===== config.mk =====
export PLATFORM = sky130hd
export DESIGN_NAME = xor_route_arbiter
export DESIGN_NICKNAME = d
export VERILOG_FILES = /design/src/rtl/xor_route_pkg.sv /design/src/rtl/rr_pick.sv /design/src/rtl/xor_route_arbiter.sv
export SDC_FILE = /design/constraint.sdc
export NUM_CORES = 1
export LEC_CHECK = 0
export CAP_MARGIN = 15
export CORE_MARGIN = 4
export CORE_UTILIZATION = 40
export DETAILED_ROUTE_END_ITERATION = 16
export PLACE_DENSITY = 0.74
export SLEW_MARGIN = 20
export SYNTH_ARGS = -nofsm -noshare
export SYNTH_HDL_FRONTEND = slang
export SYNTH_SLANG_ARGS = --single-unit

===== constraint.sdc =====
create_clock -name clk -period 3.2 [get_ports clk]
set_input_delay 0.32 -clock clk [delete_from_list [all_inputs] [get_ports clk]]
set_output_delay 0.32 -clock clk [all_outputs]
set_load 0.05 [all_outputs]

===== src/rtl/xor_route_pkg.sv =====
// Shared types and constants for the XOR routing arbiter.
// Holds the FSM state enum, default sizes, and the optional stats counter geometry.
package xor_route_pkg;

    // Default number of requesting ports and field width
    localparam int unsigned NREQ_DEF = 4;
    localparam int unsigned DW_DEF   = 4;

    // Per-port accept counter geometry (used only with XOR_ROUTE_ARBITER_STATS_EN)
    localparam int unsigned          STAT_W   = 8;
    localparam logic [STAT_W-1:0]    STAT_MAX = {STAT_W{1'b1}};

    // Arbiter FSM: IDLE waits for a request, HOLD owns a valid result
    typedef enum logic [0:0] {
        StIdle = 1'b0,
        StHold = 1'b1
    } state_e;

endpackage


===== src/rtl/rr_pick.sv =====
// Combinational round-robin first-set finder.
// Scans req starting at ptr and wrapping at N-1 to 0; returns one-hot grant,
// its index, and whether any request was present.
module rr_pick #(
    parameter int unsigned N  = 4,
    parameter int unsigned IW = (N > 1) ? $clog2(N) : 1
) (
    input  logic [N-1:0]  req,
    input  logic [IW-1:0] ptr,
    output logic [N-1:0]  gnt,
    output logic [IW-1:0] idx,
    output logic          any
);

    int             j;
    logic [IW-1:0]  jx;

    // Walk the ring from ptr; the first set bit wins
    always_comb begin
        gnt = '0;
        idx = '0;
        any = 1'b0;
        j   = 0;
        jx  = '0;
        for (int k = 0; k < int'(N); k++) begin
            j = int'(ptr) + k;
            if (j >= int'(N)) begin
                j = j - int'(N);
            end
            jx = IW'(j);
            if (!any && req[jx]) begin
                any     = 1'b1;
                gnt[jx] = 1'b1;
                idx     = jx;
            end
        end
    end

endmodule


===== src/rtl/xor_route_arbiter.sv =====
// Round-robin arbiter sharing one address-XOR routing stage among NREQ ports.
// The granted port's data ^ addr is registered with its source index and held
// on a valid/ready output until downstream takes it.
// Optional feature: define XOR_ROUTE_ARBITER_STATS_EN to add per-port
// saturating accept counters (stats_clr / grant_cnt ports).
module xor_route_arbiter
    import xor_route_pkg::*;
#(
    parameter int unsigned NREQ = NREQ_DEF,
    parameter int unsigned DW   = DW_DEF,
    localparam int unsigned SW  = $clog2(NREQ)
) (
    input  logic               clk,
    input  logic               reset_n,
    input  logic [NREQ-1:0]    req_valid,
    input  logic [NREQ*DW-1:0] req_data,
    input  logic [NREQ*DW-1:0] req_addr,
    output logic [NREQ-1:0]    req_ready,
    output logic               out_valid,
    output logic [DW-1:0]      out_data,
    output logic [SW-1:0]      out_src,
    input  logic               out_ready,
    output logic               busy
`ifdef XOR_ROUTE_ARBITER_STATS_EN
    ,
    input  logic                   stats_clr,
    output logic [NREQ*STAT_W-1:0] grant_cnt
`endif
);

    state_e          state_q;
    logic [SW-1:0]   rr_ptr_q;
    logic [NREQ-1:0] gnt;
    logic [SW-1:0]   gnt_idx;
    logic            gnt_any;
    logic            can_load;
    logic            accept;
    logic [DW-1:0]   sel_xor;

    rr_pick #(
        .N  (NREQ),
        .IW (SW)
    ) u_rr_pick (
        .req (req_valid),
        .ptr (rr_ptr_q),
        .gnt (gnt),
        .idx (gnt_idx),
        .any (gnt_any)
    );

    // A new result may be loaded when empty or when the held one drains this cycle
    always_comb begin
        can_load  = (state_q == StIdle) || out_ready;
        accept    = reset_n && can_load && gnt_any;
        req_ready = (reset_n && can_load) ? gnt : '0;
    end

    // AND-OR mux of the per-port XOR, selected by the one-hot grant
    always_comb begin
        sel_xor = '0;
        for (int i = 0; i < int'(NREQ); i++) begin
            if (gnt[i]) begin
                sel_xor = sel_xor | (req_data[i*DW +: DW] ^ req_addr[i*DW +: DW]);
            end
        end
    end

    // FSM with registered result; pointer moves only on an accept
    always_ff @(posedge clk or negedge reset_n) begin
        if (!reset_n) begin
            state_q   <= StIdle;
            rr_ptr_q  <= '0;
            out_valid <= 1'b0;
            out_data  <= '0;
            out_src   <= '0;
        end else if (accept) begin
            state_q   <= StHold;
            out_valid <= 1'b1;
            out_data  <= sel_xor;
            out_src   <= gnt_idx;
            rr_ptr_q  <= (gnt_idx == SW'(NREQ - 1)) ? '0 : gnt_idx + SW'(1);
        end else if (state_q == StHold && out_ready) begin
            state_q   <= StIdle;
            out_valid <= 1'b0;
        end
    end

    // Busy simply reflects ownership of a result
    always_comb begin
        busy = (state_q == StHold);
    end

`ifdef XOR_ROUTE_ARBITER_STATS_EN
    logic [NREQ-1:0][STAT_W-1:0] cnt_q;

    // Per-port saturating accept counters; clear beats a same-cycle increment
    always_ff @(posedge clk or negedge reset_n) begin
        if (!reset_n) begin
            cnt_q <= '0;
        end else if (stats_clr) begin
            cnt_q <= '0;
        end else if (accept) begin
            for (int i = 0; i < int'(NREQ); i++) begin
                if (gnt[i] && cnt_q[i] != STAT_MAX) begin
                    cnt_q[i] <= cnt_q[i] + STAT_W'(1);
                end
            end
        end
    end

    // Flatten counters onto the output bus, port i at [i*STAT_W +: STAT_W]
    always_comb begin
        grant_cnt = cnt_q;
    end
`endif

endmodule


==> results.json, run 1 <==
{
  "grt.met2_usage_pct": 32.4,
  "drt_first_iter_violations": 91,
  "via_count_of_the_first_global_routing_pass": 1420,
  "synth.distinct_cells": 45,
  "critical_path.endpoint_type": "output pin",
  "slew_viol_final": 0,
  "grtUsageMet3_pct": 7.35,
  "pwr-share-comb_pct": 83.6,
  "layoutNonFillerInstCount": 246,
  "worst_clock_skew_ns": 0.00359,
  "cts.root.buffer_cell": "sky130_fd_sc_hd__clkbuf_4",
  "setup_violations_final": 0,
  "worst_ep_required_time_ns": 2.88,
  "pre_cts_setup_slack_ns": 0.398,
  "finalNetCount": 248,
  "hp-class": "in -> async",
  "place.detailed.hpwl_um": 3140,
  "cts_num_sinks": 9,
  "floorplan.die_area_um2": 4270,
  "final_period_minus_worst_setup_slack_ns": 2.84,
  "ys.warnings.count": 0,
  "timing.critical_path.cells": "inv_1, ha_1, mux4_2, nand3b_1, a21oi_2, a21oi_1, nor2_2, buf_12",
  "ys_seq_elements": 9,
  "post-route-cell-area_um2": 1920,
  "synth.largest_area_cell": "sky130_fd_sc_hd__dfrtp_1",
  "antennaDiodeCount": 0,
  "nFillCells": 278,
  "post_cts_buffers": 0,
  "remaining_drc_errors": 0,
  "min_period_over_period_pct": 88.9,
  "detailroute.via_count": 1380,
  "power_frac_seq_pct": 11.2,
  "maxCapViolations": 0,
  "timing.setup.tns_ns": 0,
  "maxSlewHeadroom_pct": 52.3,
  "max_freq_mhz": 352,
  "path_buf_inv": 2,
  "holdBufCountCts": 0,
  "rsz0062_at_grt": "no",
  "cts_tree": "yes",
  "gp_congestion": 0.864,
  "number_of_placed_instances_with_taps_included": 242,
  "synth_fp_nets": 200,
  "crit_fanout": 11,
  "routed_vias_inst": 5.61,
  "grt_antenna_before_repair": 0,
  "critical-path-top-delay-family": "multiplexers",
  "asyncSetResetFlopFracSynth_pct": 100,
  "largest_net_degree_at_the_start_of_global_routing": 21,
  "layout-drive-gt1-share_pct": 15.8,
  "critical_path_arrival_ns": 2.52,
  "synth_ff_type": "sky130_fd_sc_hd__dfrtp_1",
  "power.share.switching_pct": 52.5,
  "wl_per_cell_um": 16.3,
  "internal_power_uw": 815,
  "grt-busiest-layer": "met2",
  "critical_path.max_stage_delay_ns": 0.48,
  "number_of_instances_in_the_synthesized_netlist": 155,
  "path_clk_slew_ns": 0.06,
  "power_density_nw_per_um2": 893,
  "worstSetupStartpointType": "flip-flop",
  "clock_power_share_pct": 5.2,
  "power.switching_uw": 899,
  "cts_htree_levels": 1,
  "initial_utilization_pct": 42.4,
  "cts_buffers": 3,
  "totalWireLength_um": 4000,
  "report.final.hold_viol_count": 0,
  "synthTopCellsByArea": "sky130_fd_sc_hd__dfrtp_1 (17%), sky130_fd_sc_hd__xor2_1 (11%), sky130_fd_sc_hd__a22oi_1 (8.0%)",
  "io-pin-count": 51,
  "worst-setup-path-type": "reg -> out",
  "placed_cell_area_um2": 1890,
  "groute.layer.met1.usage_pct": 23.1,
  "fp.dieW_um": 65.3,
  "worstMarginPinSlew_ns": 0.714,
  "globalRoute.totalOverflow": 0,
  "areaGrowthSynthToFinish_pct": 46.0,
  "run_status": "finished clean",
  "total_leakage_power_nw": 0.763,
  "yosysTopAreaCellShare_pct": 17.1,
  "drtAntennaViolNets": 0,
  "synth_edf_count": 0,
  "dieHeight_um": 65.3,
  "mappedNetlistArea_um2": 1320,
  "fp-row-count": 20,
  "synth_sequential_area_ratio_pct": 17.1,
  "max-clock-path-buffers": 2,
  "floorplan.core_area_um2": 3100,
  "synth_area_per_cell_um2": 8.48,
  "finalWorstSetupSlack_ns": 0.356,
  "cp_slowest_cell": "sky130_fd_sc_hd__mux4_2",
  "global_route_wire_length_before_repair_um": 6690,
  "peak_supply_drop_uv": 319,
  "track_usage_pct": 19.8,
  "firstDrtPassIters": 4,
  "totalPowerFinal_mw": 1.71,
  "clkLatencyLatePin_ns": 0.26,
  "number_of_i_o_port_buffers": 50,
  "post_cts_resize_count": 0
}
==> Yosys cell counts, types with 2 or more instances <==
library cell	number
sky130_fd_sc_hd__ha_1	6
sky130_fd_sc_hd__nor2b_1	8
sky130_fd_sc_hd__nor3b_1	3
sky130_fd_sc_hd__dfrtp_1	9
sky130_fd_sc_hd__a21oi_2	3
sky130_fd_sc_hd__a22oi_1	14
sky130_fd_sc_hd__clkbuf_1	7
sky130_fd_sc_hd__o21ai_0	2
sky130_fd_sc_hd__a221oi_1	5
sky130_fd_sc_hd__mux4_2	3
sky130_fd_sc_hd__inv_1	4
sky130_fd_sc_hd__a21oi_1	10
sky130_fd_sc_hd__xor2_1	16
sky130_fd_sc_hd__a31oi_1	4
sky130_fd_sc_hd__mux2_2	3
sky130_fd_sc_hd__nand2_1	15
sky130_fd_sc_hd__a2bb2oi_1	2
sky130_fd_sc_hd__buf_6	2
sky130_fd_sc_hd__nor3_1	2
sky130_fd_sc_hd__nand3b_1	3
sky130_fd_sc_hd__mux2i_1	3
sky130_fd_sc_hd__nor2_1	8
==> worst register-to-register path: cells and delay by family (launching register included) <==
| kind | cells | cell delay, ns |
|---|---|---|
| multiplexers | 1 | 0.48 |
| buffers and inverters | 2 | 0.26 |
| AO/OA/AOI/OAI | 4 | 0.79 |
| adder cells (fa/ha/maj) | 1 | 0.47 |
| flip-flops | 1 | 0.35 |
==> cells in the final DEF (no fill, tap or decap), types with 3 or more instances in the layout <==
cell type                          n
sky130_fd_sc_hd__dfrtp_1           9
sky130_fd_sc_hd__ha_1              6
sky130_fd_sc_hd__a221oi_1          5
sky130_fd_sc_hd__a21oi_2           3
sky130_fd_sc_hd__clkdlybuf4s50_1  46
sky130_fd_sc_hd__xor2_1           16
sky130_fd_sc_hd__buf_4             5
sky130_fd_sc_hd__clkbuf_4          3
sky130_fd_sc_hd__nor3b_1           3
sky130_fd_sc_hd__mux4_2            3
sky130_fd_sc_hd__mux2i_1           3
sky130_fd_sc_hd__inv_1             4
sky130_fd_sc_hd__nand3b_1          3
sky130_fd_sc_hd__mux2_2            3
sky130_fd_sc_hd__nor2b_1           8
sky130_fd_sc_hd__nand2_1          15
sky130_fd_sc_hd__a31oi_1           4
sky130_fd_sc_hd__a21oi_1          10
sky130_fd_sc_hd__nor2_1            4
sky130_fd_sc_hd__a22oi_1          14
sky130_fd_sc_hd__buf_12            4
sky130_fd_sc_hd__nor2_2            4
==> path summary, 6_finish.rpt <==
check                           slack (ns)         from           end  depth (start not counted)
worst max register to register        0.73  rr_ptr_q[1]   out_data[1]                          8
worst max-delay path                  0.36  rr_ptr_q[1]  req_ready[3]                          8
worst min-delay path                  0.33      reset_n    out_src[0]                          1
min in group clk                      0.49   out_src[0]    out_src[0]                          2
max in group asynchronous             2.45      reset_n   out_data[2]                          2
worst min register to register        0.49   out_src[0]    out_src[0]                          2
==> cells by family after synthesis <==
logic type | synth area share, %
flops | 17.1
buf+inv | 6.09
simple gates | 17.1
mux | 9.99
fa+ha+maj | 5.71
xor+xnor | 10.7
compound gates | 33.3
==> layout make-up <==
class	instances	area, um^2	area share [%]
multi-input combinational	130	1020	53.1
timing repair buffer	55	578	30.1
sequential	9	225	11.7
tap	44	55.1	2.87
clock buffer	4	26.3	1.37
inverter	4	15.0	0.782
==> power by group through the flow <==
| stage | sequential (mW) | clock, mW | combinational [mW] |
|---|---|---|---|
| 2_1_floorplan | 0.337 | 0 | 0.892 |
| 3_3_place_gp | 0.192 | 0 | 1.39 |
| 3_5_place_dp | 0.195 | 0 | 1.43 |
| 4_1_cts | 0.193 | 0.0903 | 1.43 |
| 5_1_grt | 0.200 | 0.0970 | 1.55 |
| 6_report | 0.193 | 0.0892 | 1.43 |
==> per-layer routing <==
metal | up-vias | share of wire (%)
li1 | 673 | -
met4 | 0 | 1.8
met2 | 70 | 46
met1 | 628 | 40
met3 | 9 | 12
met5 | - | 0
==> metrics by stage <==
step / util [%] / hold slack (ns)
detailed placement: 61.0 / 0.487
finish: 61.9 / 0.334
CTS: 61.9 / 0.331
global route: 61.9 / 0.347
floorplan: - / 0.0244
global placement: 61.0 / 0.466
(Power assumes the default switching activity.)
==> inputs of run 2 (changes only) <==
Settings changed: CORE_ASPECT_RATIO set to 1.25.
==> results.json, run 2 (synthesis results as in run 1) <==
{
  "cts_htree_levels": 1,
  "timing.critical_path.cells": "clkdlybuf4s50_1, mux4_2, nand3b_1, a21oi_2, a21oi_1, nor2_2, buf_12",
  "areaGrowthSynthToFinish_pct": 46.1,
  "detailroute.via_count": 1397,
  "rsz0062_at_grt": "no",
  "maxCapViolations": 0,
  "cts_num_sinks": 9,
  "critical_path.endpoint_type": "output pin",
  "initial_utilization_pct": 41.2,
  "nFillCells": 268,
  "via_count_of_the_first_global_routing_pass": 1409,
  "maxSlewHeadroom_pct": 53.2,
  "cts_tree": "yes",
  "holdBufCountCts": 0,
  "io-pin-count": 51,
  "report.final.hold_viol_count": 0,
  "layout-drive-gt1-share_pct": 15.4,
  "totalWireLength_um": 3980,
  "power_density_nw_per_um2": 915,
  "clkLatencyLatePin_ns": 0.23,
  "peak_supply_drop_uv": 579,
  "timing.hold.ws_ns": 0.486,
  "drtAntennaViolNets": 0,
  "number_of_i_o_port_buffers": 50,
  "run_status": "finished clean",
  "hp-class": "reg -> reg",
  "max-clock-path-buffers": 2,
  "cts.root.buffer_cell": "sky130_fd_sc_hd__clkbuf_8",
  "worst_clock_skew_ns": 0.000739,
  "timing.setup.tns_ns": 0,
  "final_period_minus_worst_setup_slack_ns": 2.83,
  "seq_area_um2": 225,
  "worst_ep_required_time_ns": 2.88,
  "layoutNonFillerInstCount": 238,
  "gp_congestion": 0.890,
  "post-route-util_pct": 60.2,
  "remaining_drc_errors": 0,
  "floorplan.die_area_um2": 4270,
  "layout_commonest_cell": "sky130_fd_sc_hd__clkdlybuf4s50_1",
  "path_clk_slew_ns": 0.05,
  "wl_per_cell_um": 16.7,
  "totalPowerFinal_mw": 1.76,
  "crit_fanout": 14,
  "floorplan.core_area_um2": 3190,
  "max_freq_mhz": 353,
  "largest_net_degree_at_the_start_of_global_routing": 21,
  "post_cts_buffers": 0,
  "dieHeight_um": 72.1,
  "post_cts_resize_count": 0,
  "globalRoute.totalOverflow": 0,
  "worstMarginPinSlew_ns": 0.700,
  "worstSetupStartpointType": "primary input",
  "total_leakage_power_nw": 0.766,
  "firstDrtPassIters": 4,
  "fp-row-count": 23,
  "critical_path_arrival_ns": 2.51,
  "critical-path-top-delay-family": "buffers and inverters",
  "cp_slowest_cell": "sky130_fd_sc_hd__mux4_2",
  "global_route_wire_length_before_repair_um": 6170,
  "final_cell_mix": "sky130_fd_sc_hd__clkdlybuf4s50_1 (46), sky130_fd_sc_hd__xor2_1 (16), sky130_fd_sc_hd__nand2_1 (15), sky130_fd_sc_hd__a22oi_1 (14), sky130_fd_sc_hd__a21oi_1 (10)",
  "setup_violations_final": 0,
  "slew_viol_final": 0,
  "routed_vias_inst": 5.87,
  "finalNetCount": 247,
  "worst-setup-path-type": "in -> out",
  "place.detailed.hpwl_um": 3160,
  "placed_cell_area_um2": 1880,
  "critical_path.max_stage_delay_ns": 0.69,
  "pre_cts_setup_slack_ns": 0.385,
  "min_period_over_period_pct": 88.5,
  "path_buf_inv": 2,
  "track_usage_pct": 18.1,
  "finalWorstSetupSlack_ns": 0.367,
  "drt_first_iter_violations": 66,
  "fp.dieW_um": 59.3,
  "cts_buffers": 3,
  "antennaDiodeCount": 0,
  "multi_input_comb_area_um2": 1020,
  "post-route-cell-area_um2": 1920,
  "number_of_placed_instances_with_taps_included": 234,
  "grt_antenna_before_repair": 0
}
-- run 2: cell count changes in the layout (fill, tap and decap cells not counted), sizes merged --
cell and change:
buf -1
-- run 2: worst paths after layout --
kind | startpoint | slack [ns] | endpoint | cells after the start
max | req_valid[1] | 0.37 | req_ready[2] | 7
min in group asynchronous | reset_n | 0.58 | out_src[1] | 2
max in group asynchronous | reset_n | 2.49 | out_data[2] | 2
min | out_src[0] | 0.49 | out_src[0] | 2
min reg2reg | out_src[0] | 0.49 | out_src[0] | 2
max reg2reg | flip-flop | 0.70 | out_data[3] | 8
-- run 2: metal layers --
metal  up-vias  track usage, %  part of all wire, %
met2        65            32.4                   49
met3        11            4.27                  9.0
met4         0            6.30                  1.8
li1        670               -                    -
met1       651            20.2                   40
met5         -               0                    0
-- run 2: layout make-up --
type / count / share of cell area, %
multi-input combinational: 130 / 53.1
clock buffer: 4 / 2.34
sequential: 9 / 11.7
timing repair buffer: 54 / 29.7
tap: 37 / 2.41
inverter: 4 / 0.781
-- run 2: where the power goes --
group / total (mW) / internal, mW / switching [mW] / leakage, nW
combinational: 1.43 / 0.600 / 0.833 / 0.640
clock: 0.132 / 0.0868 / 0.0449 / 0.0228
sequential: 0.194 / 0.166 / 0.0275 / 0.103
total: 1.76 / 0.853 / 0.905 / 0.766
-- run 2: worst reg2reg max path, stage by stage (launching register included) --
cell and delay (ns):
sky130_fd_sc_hd__dfrtp_1 0.34, sky130_fd_sc_hd__inv_1 0.10, sky130_fd_sc_hd__ha_1 0.48, sky130_fd_sc_hd__mux4_2 0.49, sky130_fd_sc_hd__a221oi_4 0.23, sky130_fd_sc_hd__o31ai_2 0.10, sky130_fd_sc_hd__buf_4 0.16, sky130_fd_sc_hd__a221oi_1 0.31
sky130_fd_sc_hd__a31oi_1 0.14
==> inputs of run 3 (changes only) <==
Settings changed: HOLD_SLACK_MARGIN set to 0.15, PLACE_DENSITY 0.74 to 0.76.
Clock period 3.2 ns to 3 ns, I/O delays scaled along.
==> results.json, run 3 (synthesis results as in run 1) <==
{
  "pwr-share-comb_pct": 82.0,
  "drtAntennaViolNets": 0,
  "floorplan.die_area_um2": 4270,
  "timing.setup.tns_ns": 0,
  "global_route_wire_length_before_repair_um": 6330,
  "worstSetupStartpointType": "flip-flop",
  "max-clock-path-buffers": 2,
  "cts_tree": "yes",
  "routed_vias_inst": 5.73,
  "max_freq_mhz": 360,
  "critical_path.endpoint_type": "output pin",
  "worstMarginPinSlew_ns": 0.727,
  "wl_per_cell_um": 16.1,
  "firstDrtPassIters": 5,
  "number_of_i_o_port_buffers": 50,
  "groute.layer.met1.usage_pct": 20.7,
  "grtUsageMet3_pct": 3.02,
  "post_cts_buffers": 0,
  "dieHeight_um": 72.1,
  "cp_slowest_cell": "sky130_fd_sc_hd__mux4_2",
  "final_period_minus_worst_setup_slack_ns": 2.77,
  "totalPowerFinal_mw": 1.92,
  "largest_net_degree_at_the_start_of_global_routing": 21,
  "gp_congestion": 0.862,
  "grt-busiest-layer": "met2",
  "run_status": "finished clean",
  "multi_input_comb_area_um2": 1040,
  "final_cell_mix": "sky130_fd_sc_hd__clkdlybuf4s50_1 (46), sky130_fd_sc_hd__xor2_1 (16), sky130_fd_sc_hd__nand2_1 (15), sky130_fd_sc_hd__a22oi_1 (14), sky130_fd_sc_hd__a21oi_1 (10)",
  "stages_on_worst_setup_path": 8,
  "nFillCells": 268,
  "worst-setup-path-type": "reg -> out",
  "globalRoute.totalOverflow": 0,
  "worst_clock_skew_ns": 0.00266,
  "peak_supply_drop_uv": 752,
  "grt_antenna_before_repair": 0,
  "internal_power_uw": 933,
  "place.detailed.hpwl_um": 3080,
  "power.switching_uw": 990,
  "crit_fanout": 11,
  "fp-row-count": 23,
  "rsz0062_at_grt": "no",
  "totalWireLength_um": 3880,
  "critical_path.max_stage_delay_ns": 0.49,
  "fp.dieW_um": 59.3,
  "critical_path_arrival_ns": 2.47,
  "maxSlewHeadroom_pct": 51.4,
  "power_frac_seq_pct": 10.7,
  "detailroute.via_count": 1381,
  "path_buf_inv": 2,
  "power.share.switching_pct": 51.5,
  "critical-path-top-delay-family": "multiplexers",
  "timing.critical_path.cells": "inv_1, ha_1, mux4_2, nand3b_1, a21oi_2, a21oi_1, nor2_4, buf_12",
  "min_period_over_period_pct": 92.5,
  "finalNetCount": 250,
  "areaGrowthSynthToFinish_pct": 49.4,
  "setup_violations_final": 0,
  "cts_buffers": 3,
  "hp-class": "in -> async",
  "clkLatencyLatePin_ns": 0.23,
  "cts_htree_levels": 1,
  "clock_power_share_pct": 7.3,
  "cts.root.buffer_cell": "sky130_fd_sc_hd__clkbuf_8",
  "floorplan.core_area_um2": 3190,
  "worst_ep_required_time_ns": 2.70,
  "power_density_nw_per_um2": 979,
  "ff2ff_path_depth": 8,
  "remaining_drc_errors": 0,
  "slew_viol_final": 0,
  "report.final.hold_viol_count": 0,
  "post_cts_resize_count": 0,
  "total_leakage_power_nw": 0.783,
  "timing.hold.ws_ns": 0.367,
  "track_usage_pct": 18.5,
  "seq_area_um2": 225,
  "maxCapViolations": 0,
  "via_count_of_the_first_global_routing_pass": 1368,
  "initial_utilization_pct": 41.2,
  "io-pin-count": 51,
  "cts_num_sinks": 9,
  "drt_first_iter_violations": 46,
  "layout_commonest_cell": "sky130_fd_sc_hd__clkdlybuf4s50_1",
  "antennaDiodeCount": 0,
  "grt.met2_usage_pct": 34.6,
  "path_clk_slew_ns": 0.05,
  "holdBufCountCts": 0,
  "layout-drive-gt1-share_pct": 16.7
}
==> run 3: cell types whose count changed in the layout (fill, tap and decap cells not counted), sizes merged <==
cell | before | now
buf | 8 | 11
==> run 3: path summary, 6_finish.rpt <==
check	start	end	slack [ns]
max in group asynchronous	reset_n	busy	2.47
setup / recovery	flip-flop	req_ready[3]	0.23
hold / removal	reset_n	out_data[1]	0.37
min in group clk	out_src[1]	out_src[1]	0.47
setup reg to reg	flip-flop	out_data[2]	0.53
hold reg to reg	out_src[1]	out_src[1]	0.47
==> run 3: area by class of cell <==
| cell class | count | share of cell area (%) |
|---|---|---|
| inverters | 4 | 0.764 |
| clock buffers | 4 | 2.29 |
| flip-flops and latches | 9 | 11.5 |
| multi-input cells | 130 | 52.9 |
| repair buffers | 57 | 30.2 |
| well taps | 37 | 2.36 |
==> run 3: metrics by stage <==
stage                     worst slack [ns]  cells  util, %  area, um^2
after floorplan                     0.0243    155        -        1350
after global placement               0.346    237     60.1        1920
after detailed placement             0.259    237     60.1        1920
after CTS                            0.225    241     61.5        1960
after global routing                0.0354    241     61.5        1960
final                                0.226    241     61.5        1960
==> run 3: power by group through the flow <==
| stage | sequential [mW] | clock [mW] | combinational (mW) |
|---|---|---|---|
| 2_1_floorplan | 0.360 | 0 | 0.977 |
| 3_3_place_gp | 0.205 | 0 | 1.54 |
| 3_5_place_dp | 0.208 | 0 | 1.57 |
| 4_1_cts | 0.206 | 0.144 | 1.57 |
| 5_1_grt | 0.213 | 0.151 | 1.71 |
| 6_report | 0.205 | 0.141 | 1.58 |
==> run 3: layer usage <==
| layer | wire length [um] | up-vias |
|---|---|---|
| li1 | - | 676 |
| met1 | 1430 | 657 |
| met2 | 2200 | 42 |
| met3 | 206 | 6 |
| met4 | 44 | 0 |
| met5 | 0 | - |
